--- config.mk ---
export PLATFORM = sky130hd
export DESIGN_NAME = mem_d_axi_master
export DESIGN_NICKNAME = d
export VERILOG_FILES = /design/src/rtl/biriscv_axi_pkg.sv /design/src/rtl/mem_d_axi_master.sv
export SDC_FILE = /design/constraint.sdc
export NUM_CORES = 1
export LEC_CHECK = 0
export ABC_AREA = 1
export ABC_CLOCK_PERIOD_IN_PS = 1800
export CAP_MARGIN = 40
export CORE_AREA = 2 2 172 90
export CTS_CLUSTER_SIZE = 20
export DETAILED_ROUTE_END_ITERATION = 16
export DIE_AREA = 0 0 174 92
export PLACE_DENSITY = 0.79
export SLEW_MARGIN = 20
export SYNTH_ARGS = -nofsm -noshare
export SYNTH_HDL_FRONTEND = slang
export SYNTH_SLANG_ARGS = --single-unit
--- constraint.sdc ---
create_clock -name clk_i -period 1.8 [get_ports clk_i]
set_clock_uncertainty 0.15 [all_clocks]
set_input_delay 0.18 -clock clk_i [delete_from_list [all_inputs] [get_ports clk_i]]
set_output_delay 0.18 -clock clk_i [all_outputs]
set_load 0.005 [all_outputs]
--- src/rtl/biriscv_axi_pkg.sv ---
// Shared definitions for the biriscv AXI bridges.
//   - FSM state encoding for the data-port AXI master
//   - AXI burst/response constants
//   - Tag and ID widths used on the mem_d_* and axi_* interfaces
//   - resp_is_err(): true for SLVERR/DECERR responses
package biriscv_axi_pkg;

    localparam int unsigned TAG_W = 11;
    localparam int unsigned ID_W  = 4;

    localparam logic [1:0] AXI_BURST_INCR  = 2'b01;
    localparam logic [1:0] AXI_RESP_OKAY   = 2'b00;
    localparam logic [1:0] AXI_RESP_SLVERR = 2'b10;

    typedef enum logic [2:0] {
        ST_IDLE   = 3'd0,
        ST_WRITE  = 3'd1,
        ST_WAIT_B = 3'd2,
        ST_READ   = 3'd3,
        ST_WAIT_R = 3'd4,
        ST_DONE   = 3'd5
    } state_e;

    // Bit 1 set covers both SLVERR (2'b10) and DECERR (2'b11).
    function automatic logic resp_is_err(input logic [1:0] resp);
        return (resp & AXI_RESP_SLVERR) != AXI_RESP_OKAY;
    endfunction

endpackage

--- src/rtl/mem_d_axi_master.sv ---
// AXI4 master bridge for the CPU data port.
// Converts one tagged mem_d_* request at a time into a single-beat AXI4 read or write
// and returns read data, tag and error on a one-cycle ack.
// Ports:
//   clk_i, rst_ni          clock, asynchronous active-low reset
//   mem_d_*_i              request: address, write data, rd, byte enables, tag, maintenance
//   mem_d_accept_o         high in IDLE only
//   mem_d_ack_o            one-cycle completion pulse with resp_tag/data_rd/error
//   axi_aw*/w*/b*          write address, data and response channels
//   axi_ar*/r*             read address and data channels
module mem_d_axi_master
    import biriscv_axi_pkg::*;
#(
    parameter logic [ID_W-1:0] AXI_ID = 4'd0
) (
    input  logic             clk_i,
    input  logic             rst_ni,

    input  logic [31:0]      mem_d_addr_i,
    input  logic [31:0]      mem_d_data_wr_i,
    input  logic             mem_d_rd_i,
    input  logic [3:0]       mem_d_wr_i,
    input  logic             mem_d_cacheable_i,
    input  logic [TAG_W-1:0] mem_d_req_tag_i,
    input  logic             mem_d_invalidate_i,
    input  logic             mem_d_writeback_i,
    input  logic             mem_d_flush_i,
    output logic             mem_d_accept_o,
    output logic             mem_d_ack_o,
    output logic [TAG_W-1:0] mem_d_resp_tag_o,
    output logic [31:0]      mem_d_data_rd_o,
    output logic             mem_d_error_o,

    output logic             axi_awvalid_o,
    output logic [31:0]      axi_awaddr_o,
    output logic [ID_W-1:0]  axi_awid_o,
    output logic [7:0]       axi_awlen_o,
    output logic [1:0]       axi_awburst_o,
    input  logic             axi_awready_i,

    output logic             axi_wvalid_o,
    output logic [31:0]      axi_wdata_o,
    output logic [3:0]       axi_wstrb_o,
    output logic             axi_wlast_o,
    input  logic             axi_wready_i,

    output logic             axi_bready_o,
    input  logic             axi_bvalid_i,
    input  logic [1:0]       axi_bresp_i,
    input  logic [ID_W-1:0]  axi_bid_i,

    output logic             axi_arvalid_o,
    output logic [31:0]      axi_araddr_o,
    output logic [ID_W-1:0]  axi_arid_o,
    output logic [7:0]       axi_arlen_o,
    output logic [1:0]       axi_arburst_o,
    input  logic             axi_arready_i,

    output logic             axi_rready_o,
    input  logic             axi_rvalid_i,
    input  logic [31:0]      axi_rdata_i,
    input  logic [1:0]       axi_rresp_i,
    input  logic [ID_W-1:0]  axi_rid_i,
    input  logic             axi_rlast_i
);

    state_e           r_state;
    logic             r_awvalid;
    logic             r_wvalid;
    logic [31:0]      r_addr;
    logic [31:0]      r_wdata;
    logic [3:0]       r_strb;
    logic [TAG_W-1:0] r_tag;
    logic [31:0]      r_rdata;
    logic             r_error;

    state_e           w_state_d;
    logic             w_awvalid_d;
    logic             w_wvalid_d;
    logic             w_error_d;
    logic             w_latch;
    logic             w_capture;
    logic             w_accept;
    logic             w_req;

    assign w_accept = (r_state == ST_IDLE);
    assign w_req    = w_accept & ((|mem_d_wr_i) | mem_d_rd_i | mem_d_flush_i |
                                  mem_d_invalidate_i | mem_d_writeback_i);

    always_comb begin
        w_state_d   = r_state;
        w_awvalid_d = r_awvalid;
        w_wvalid_d  = r_wvalid;
        w_error_d   = r_error;
        w_latch     = 1'b0;
        w_capture   = 1'b0;
        case (r_state)
            ST_IDLE: begin
                if (w_req) begin
                    w_latch = 1'b1;
                    // Write beats read beats maintenance; losers are dropped silently.
                    if (|mem_d_wr_i) begin
                        w_state_d   = ST_WRITE;
                        w_awvalid_d = 1'b1;
                        w_wvalid_d  = 1'b1;
                    end else if (mem_d_rd_i) begin
                        w_state_d = ST_READ;
                    end else begin
                        w_state_d = ST_DONE;
                        w_error_d = 1'b0;
                    end
                end
            end
            ST_WRITE: begin
                // AW and W complete independently, in either order.
                if (r_awvalid && axi_awready_i) w_awvalid_d = 1'b0;
                if (r_wvalid && axi_wready_i)   w_wvalid_d  = 1'b0;
                if (!w_awvalid_d && !w_wvalid_d) w_state_d = ST_WAIT_B;
            end
            ST_WAIT_B: begin
                if (axi_bvalid_i) begin
                    w_state_d = ST_DONE;
                    w_error_d = resp_is_err(axi_bresp_i);
                end
            end
            ST_READ: begin
                if (axi_arready_i) w_state_d = ST_WAIT_R;
            end
            ST_WAIT_R: begin
                if (axi_rvalid_i) begin
                    w_state_d = ST_DONE;
                    w_error_d = resp_is_err(axi_rresp_i);
                    w_capture = 1'b1;
                end
            end
            ST_DONE: begin
                w_state_d = ST_IDLE;
            end
            default: begin
                w_state_d = ST_IDLE;
            end
        endcase
    end

    always_ff @(posedge clk_i or negedge rst_ni) begin
        if (!rst_ni) begin
            r_state   <= ST_IDLE;
            r_awvalid <= 1'b0;
            r_wvalid  <= 1'b0;
            r_addr    <= '0;
            r_wdata   <= '0;
            r_strb    <= '0;
            r_tag     <= '0;
            r_rdata   <= '0;
            r_error   <= 1'b0;
        end else begin
            r_state   <= w_state_d;
            r_awvalid <= w_awvalid_d;
            r_wvalid  <= w_wvalid_d;
            r_error   <= w_error_d;
            if (w_latch) begin
                r_addr  <= {mem_d_addr_i[31:2], 2'b00};
                r_wdata <= mem_d_data_wr_i;
                r_strb  <= mem_d_wr_i;
                r_tag   <= mem_d_req_tag_i;
            end
            if (w_capture) r_rdata <= axi_rdata_i;
        end
    end

    assign mem_d_accept_o   = w_accept;
    assign mem_d_ack_o      = (r_state == ST_DONE);
    assign mem_d_resp_tag_o = r_tag;
    assign mem_d_data_rd_o  = r_rdata;
    assign mem_d_error_o    = r_error;

    assign axi_awvalid_o = r_awvalid;
    assign axi_awaddr_o  = r_addr;
    assign axi_awid_o    = AXI_ID;
    assign axi_awlen_o   = 8'd0;
    assign axi_awburst_o = AXI_BURST_INCR;

    assign axi_wvalid_o  = r_wvalid;
    assign axi_wdata_o   = r_wdata;
    assign axi_wstrb_o   = r_strb;
    assign axi_wlast_o   = 1'b1;

    assign axi_bready_o  = (r_state == ST_WAIT_B);

    assign axi_arvalid_o = (r_state == ST_READ);
    assign axi_araddr_o  = r_addr;
    assign axi_arid_o    = AXI_ID;
    assign axi_arlen_o   = 8'd0;
    assign axi_arburst_o = AXI_BURST_INCR;

    assign axi_rready_o  = (r_state == ST_WAIT_R);

    logic w_unused;
    assign w_unused = ^{mem_d_cacheable_i, mem_d_addr_i[1:0], axi_bid_i, axi_rid_i, axi_rlast_i};

endmodule

; Word-level counts from Yosys, hierarchy flattened
; Index checks and enable logic that the tools add are counted.
[word_totals]
latchBits = 0
inputBits = 136
ff_bits = 115
rom_bits = 0
mem_bits_rw = 0
output_inout_bits = 180
memories = 0
[op_classes]
n_shift = 0
n_mux = 26
multipliers = 0
reduce_logical = 12
div = 0
addsub = 0
bitwise_logic = 5
eq_ne = 13
order_cmp = 0
[op_table]
columns = operator, count
row1 = 3-bit two-way mux, 7
row2 = 1-bit two-way mux, 15
row3 = 3-bit case mux with 5 select lines, 1
row4 = "2-bit by 1-bit inequality test with 1-bit output, second input constant", 5
row5 = "3-bit by 2-bit == test with 1-bit output, second input constant", 2
row6 = "3-bit == test, second input constant", 2
row7 = "2-bit inequality test, second input constant", 3
row8 = 6-bit AND reduction, 1
row9 = 5-bit AND reduction, 1
row10 = 1-bit OR, 4
row11 = 1-bit case mux with 2 select lines, 2
row12 = 4-bit OR reduction, 1
row13 = "3-bit by 1-bit == test with 1-bit output, second input constant", 1
row14 = 1-bit logical AND, 3
row15 = 3-bit logical NOT, 1
row16 = 1-bit case mux with 3 select lines, 1
row17 = 3-bit AND reduction, 1
row18 = 3-bit nonzero test, 1
row19 = 1-bit logical NOT, 2
row20 = 2-bit nonzero test, 1
row21 = 1-bit AND, 1

; Longest topological paths before layout
[depth]
depth_word = 8
mapped_depth = 9
ltp_nobuf = 8

; Worst setup path after synthesis
; OpenSTA, ideal clock, no wires.
[synth_path]
kind = register to register
from = register r_state[2]
to = register r_addr[29], in the netlist axi_araddr_o[29]
setup_time_ns = 0.116
path_stages_with_launch = 10
t_required_ns = 1.534
slack_ns = 0.354
t_arrival_ns = 1.179
path_buffers = 3
cell_sequence = dfrtp_1 > buf_2 > inv_1 > nand2_2 > inv_4 > nand2_4 > buf_8 > buf_12 > nand2_2 > nand2_1
[synth_between]
elab_chain_len = 4
[synth_lines]
columns = item, line_no
row1 = "start, declared", mem_d_axi_master.sv:67  ; state_e r_state;
row2 = "start signal, assigned", mem_d_axi_master.sv:157  ; r_state <= w_state_d;
row3 = 3-bit logical NOT (*), "mem_d_axi_master.sv:86, mem_d_axi_master.sv:97"
row4 = 1-bit AND, mem_d_axi_master.sv:87  ; assign w_req = w_accept & ((|mem_d_wr_i) | mem_d_rd_i | mem_d_flush_i |
row5 = 1-bit two-way mux, mem_d_axi_master.sv:99  ; if (w_req) begin
row6 = 1-bit two-way mux (*), mem_d_axi_master.sv:97  ; case (r_state)
row7 = "end signal, assigned", mem_d_axi_master.sv:162  ; r_addr <= {mem_d_addr_i[31:2], 2'b00};
row8 = "end, declared", mem_d_axi_master.sv:70  ; logic [31:0] r_addr;
; Every way passes the cells marked *; elsewhere a longest branch is shown, timed or not.
; A chain may end at the register's enable or synchronous reset.

; Worst setup path after layout
[layout_path]
from = register r_state[0]
to = output port mem_d_accept_o
[layout_between]
elab_chain_len = 1
[layout_lines]
columns = item, line_no
row1 = 3-bit logical NOT, mem_d_axi_master.sv:86  ; assign w_accept = (r_state == ST_IDLE);
row2 = "end, declared", mem_d_axi_master.sv:28  ; output logic mem_d_accept_o,
; No other way between the ends.

==> run_results.csv <==
group,metric,value,unit
worst_setup_path,crit_arrival,1390,ps
final_layout,drive_above_1_share,12.0,%
sta,setup_violations,0,
final_layout,antenna_cells,0,
yosys,synth_top_family_by_area,"simple AND/OR/NAND/NOR gates",
route,drt-initial-drc-count,229,
die,initial_core_util,36.4,%
worst_setup_path,required,1470,ps
yosys,synthAdderAreaFrac,0,%
worst_setup_path,crit_end,"mem_d_accept_o",
cts,numCtsBuffers,17,
die,die_x,174,um
sta,layout_setup_ws,82.2,ps
worst_setup_path,crit_fanout,4,
pwr,power.leakage,4.17,nW
yosys,syn_area_per_cell,8.74,sq um
die,die_h,92,um
grt,grt_pass1_wl,24200,um
run,cap_violations,0,
sta,hold_viol,0,
die,die_area,16000,sq um
die,rows,32,
final_layout,final_common_cell,"clkdlybuf4s50_1",
worst_setup_path,path_cells,"nor2_4, nand2_2, inv_4, clkdlybuf4s15_1",
placed_design,gp_congestion,0.796,
placed_design,dpl-instance-area,7980,sq um
worst_setup_path,slowest_delay,430,ps
route,avgViaCountPerCell,4.42,
route,drtPass1Iterations,4,
worst_setup_path,critical_path_class,"reg -> out",
worst_setup_path,critPathLaunch,"r_state[0]",
grt,antenna_found_initial,0,
placed_design,port_buffers,268,
grt,grt-ovfl-total,0,
route,top_layer_used,"met4",
cts,cts_tree,"done",
worst_setup_path,endpoint_kind,"primary output",
route,wl_met3,1360,um
grt,grt_max_degree,58,
yosys,ys_warn_count,0,
final_layout,nFillCells,1328,
sta,period_minus_slack,1720,ps
sta,rsz0062_at_grt,"no",
hold_path,hp-class,"in -> async",
yosys,synth_xor_area_share,0,%
yosys,synth_simple_gate_area_share,30.9,%
cts,root_buffer,"clkbuf_16",
grt,grt_usage,18.9,%
worst_setup_path,reg2reg_depth,7,
route,met2_length,7190,um
yosys,synth_cells,614,
worst_setup_path,startpoint_type,"register",
route,dr_total_vias,4770,
yosys,synth-compound-area-share,0.979,%
route,wl_met1,6550,um
worst_setup_path,reg2reg_slack,180,ps
final_layout,area_growth,60.3,%
route,antenna_left,0,
final_layout,final_cell_mix,"clkdlybuf4s50_1 (262), nand2_1 (209), nand3_1 (116)",
placed_design,dp_hpwl,11300,um
yosys,ys_ff_latch,115,
final_layout,design_area,8600,sq um
worst_setup_path,cp_slowest_cell,"dfrtp_2",
yosys,muxShareOfSynthArea,0,%
final_layout,nNetsFinal,997,
route,wire_per_inst,14.0,um
cts,cts_sinks,115,
worst_setup_path,r2r-end,"r_state[1]",
sta,tns,0,ps
sta,maxSlewViolCount,0,
placed_design,place_ws,1.05,ps
worst_setup_path,r2r_start,"r_state[0]",
sta,fmax,582,MHz
route,drt_wl_total,15100,um
cts,cts_buffer_depth,2,
pwr,pwr_density_cell,1720,nW/um^2
yosys,yosysSeqAreaShare,53.6,%
die,core,14700,sq um
die,pin_count,316,
pwr,ir_drop,0.000708,V
route,drc,0,
outcome,outcome,"finished clean",
placed_design,dpl.cell_count,1041,
yosys,synth.distinct_cells,26,
cts,htree_levels,4,
grt,grt_pass1_vias,4770,
sta,finalCritPeriodShare,95.4,%
final_layout,finalNonFillerCells,1078,
cts,clk_latency,400,ps
yosys,synth_area,5370,sq um
cts,clk_pin_slew_worst_paths,60,ps
pwr,p_total,0.0148,W
## per-stage QoR
| step | utilization, % | hold WS, ps |
|---|---|---|
| 2_1_floorplan | - | -266 |
| 3_3_place_gp | 54.2 | -100 |
| 3_5_place_dp | 54.2 | -97.7 |
| 5_1_grt | 58.4 | 37.5 |
| 6_report | 58.4 | 29.2 |
| 4_1_cts | 58.2 | 6.29 |
## kinds of logic (layout without fill, tap and decap cells)
group / count (synthesis) / in the layout
simple gates: 373 / 373
flops: 115 / 115
buf+inv: 115 / 344
compound gates: 9 / 9
other cells: 2 / 33
## synthesized netlist by cell type (all sizes together)
library cell | count | area share, %
a21oi | 2 | 0.19
inv | 17 | 1.2
conb | 2 | 0.14
nand2 | 242 | 19
clkbuf | 8 | 0.56
dfrtp | 115 | 54
nor2 | 11 | 0.96
nand3b | 1 | 0.14
nand3 | 117 | 11
buf | 90 | 13
o21ai | 4 | 0.37
o21bai | 1 | 0.14
a22oi | 2 | 0.28
nor3 | 2 | 0.19
## critical path: cells and delay by family, from the launching register on
kind	cells	cell delay [ps]
flops	1	430
buf+inv	2	320
simple gates	2	230
## repair_timing
action | in CTS | in global routing
buffers inserted | 2 | 2
endpoints found under the setup margin | 5 | 3
pin swaps | 1 | 1
gates resized for setup | 8 | 7
hold buffers | 1 | 0
endpoints found under the hold margin | 115 | 0
## worst min path at each step
stage / startpoint / to / slack [ps] / depth (start not counted)
floorplan: rst_ni / axi_araddr_o[10] / -270 / 0
global placement: rst_ni / mem_d_resp_tag_o[8] / -100 / 1
detailed placement: rst_ni / mem_d_resp_tag_o[8] / -100 / 1
CTS: rst_ni / mem_d_resp_tag_o[8] / 6 / 2
global route: rst_ni / mem_d_resp_tag_o[8] / 40 / 2
finish: rst_ni / mem_d_resp_tag_o[8] / 30 / 2
## cell type report
| type | instances | area, sq um | share of cell area (%) |
|---|---|---|---|
| Timing Repair Buffer | 295 | 2980 | 34.6 |
| Clock inverter | 14 | 131 | 1.53 |
| Multi-Input combinational cell | 415 | 1850 | 21.5 |
| Clock buffer | 18 | 439 | 5.11 |
| Inverter | 17 | 66.3 | 0.771 |
| Tap cell | 204 | 255 | 2.97 |
| Sequential cell | 115 | 2880 | 33.5 |
## layer usage
layer,vias up,track usage (%)
li1,2342,-
met2,175,31.6
met1,2249,23.0
met5,-,0
met3,4,8.37
met4,0,2.94
## flip-flops by register name (all words and copies together), names as in the netlist
| signal | cells |
|---|---|
| axi_wstrb_o | 4 |
| axi_wvalid_o | 1 |
| mem_d_resp_tag_o | 11 |
| axi_wdata_o | 32 |
| mem_d_error_o | 1 |
| mem_d_data_rd_o | 32 |
| r_state | 3 |
| axi_araddr_o | 30 |
| axi_awvalid_o | 1 |
## report_power, final
part / total, W / internal [W] / switching, W
sequential: 0.00473 / 0.00386 / 0.000870
clock: 0.00321 / 0.00195 / 0.00126
combinational: 0.00684 / 0.00399 / 0.00285
total: 0.0148 / 0.00980 / 0.00498
No activity file was read; power rests on OpenSTA's default activity.
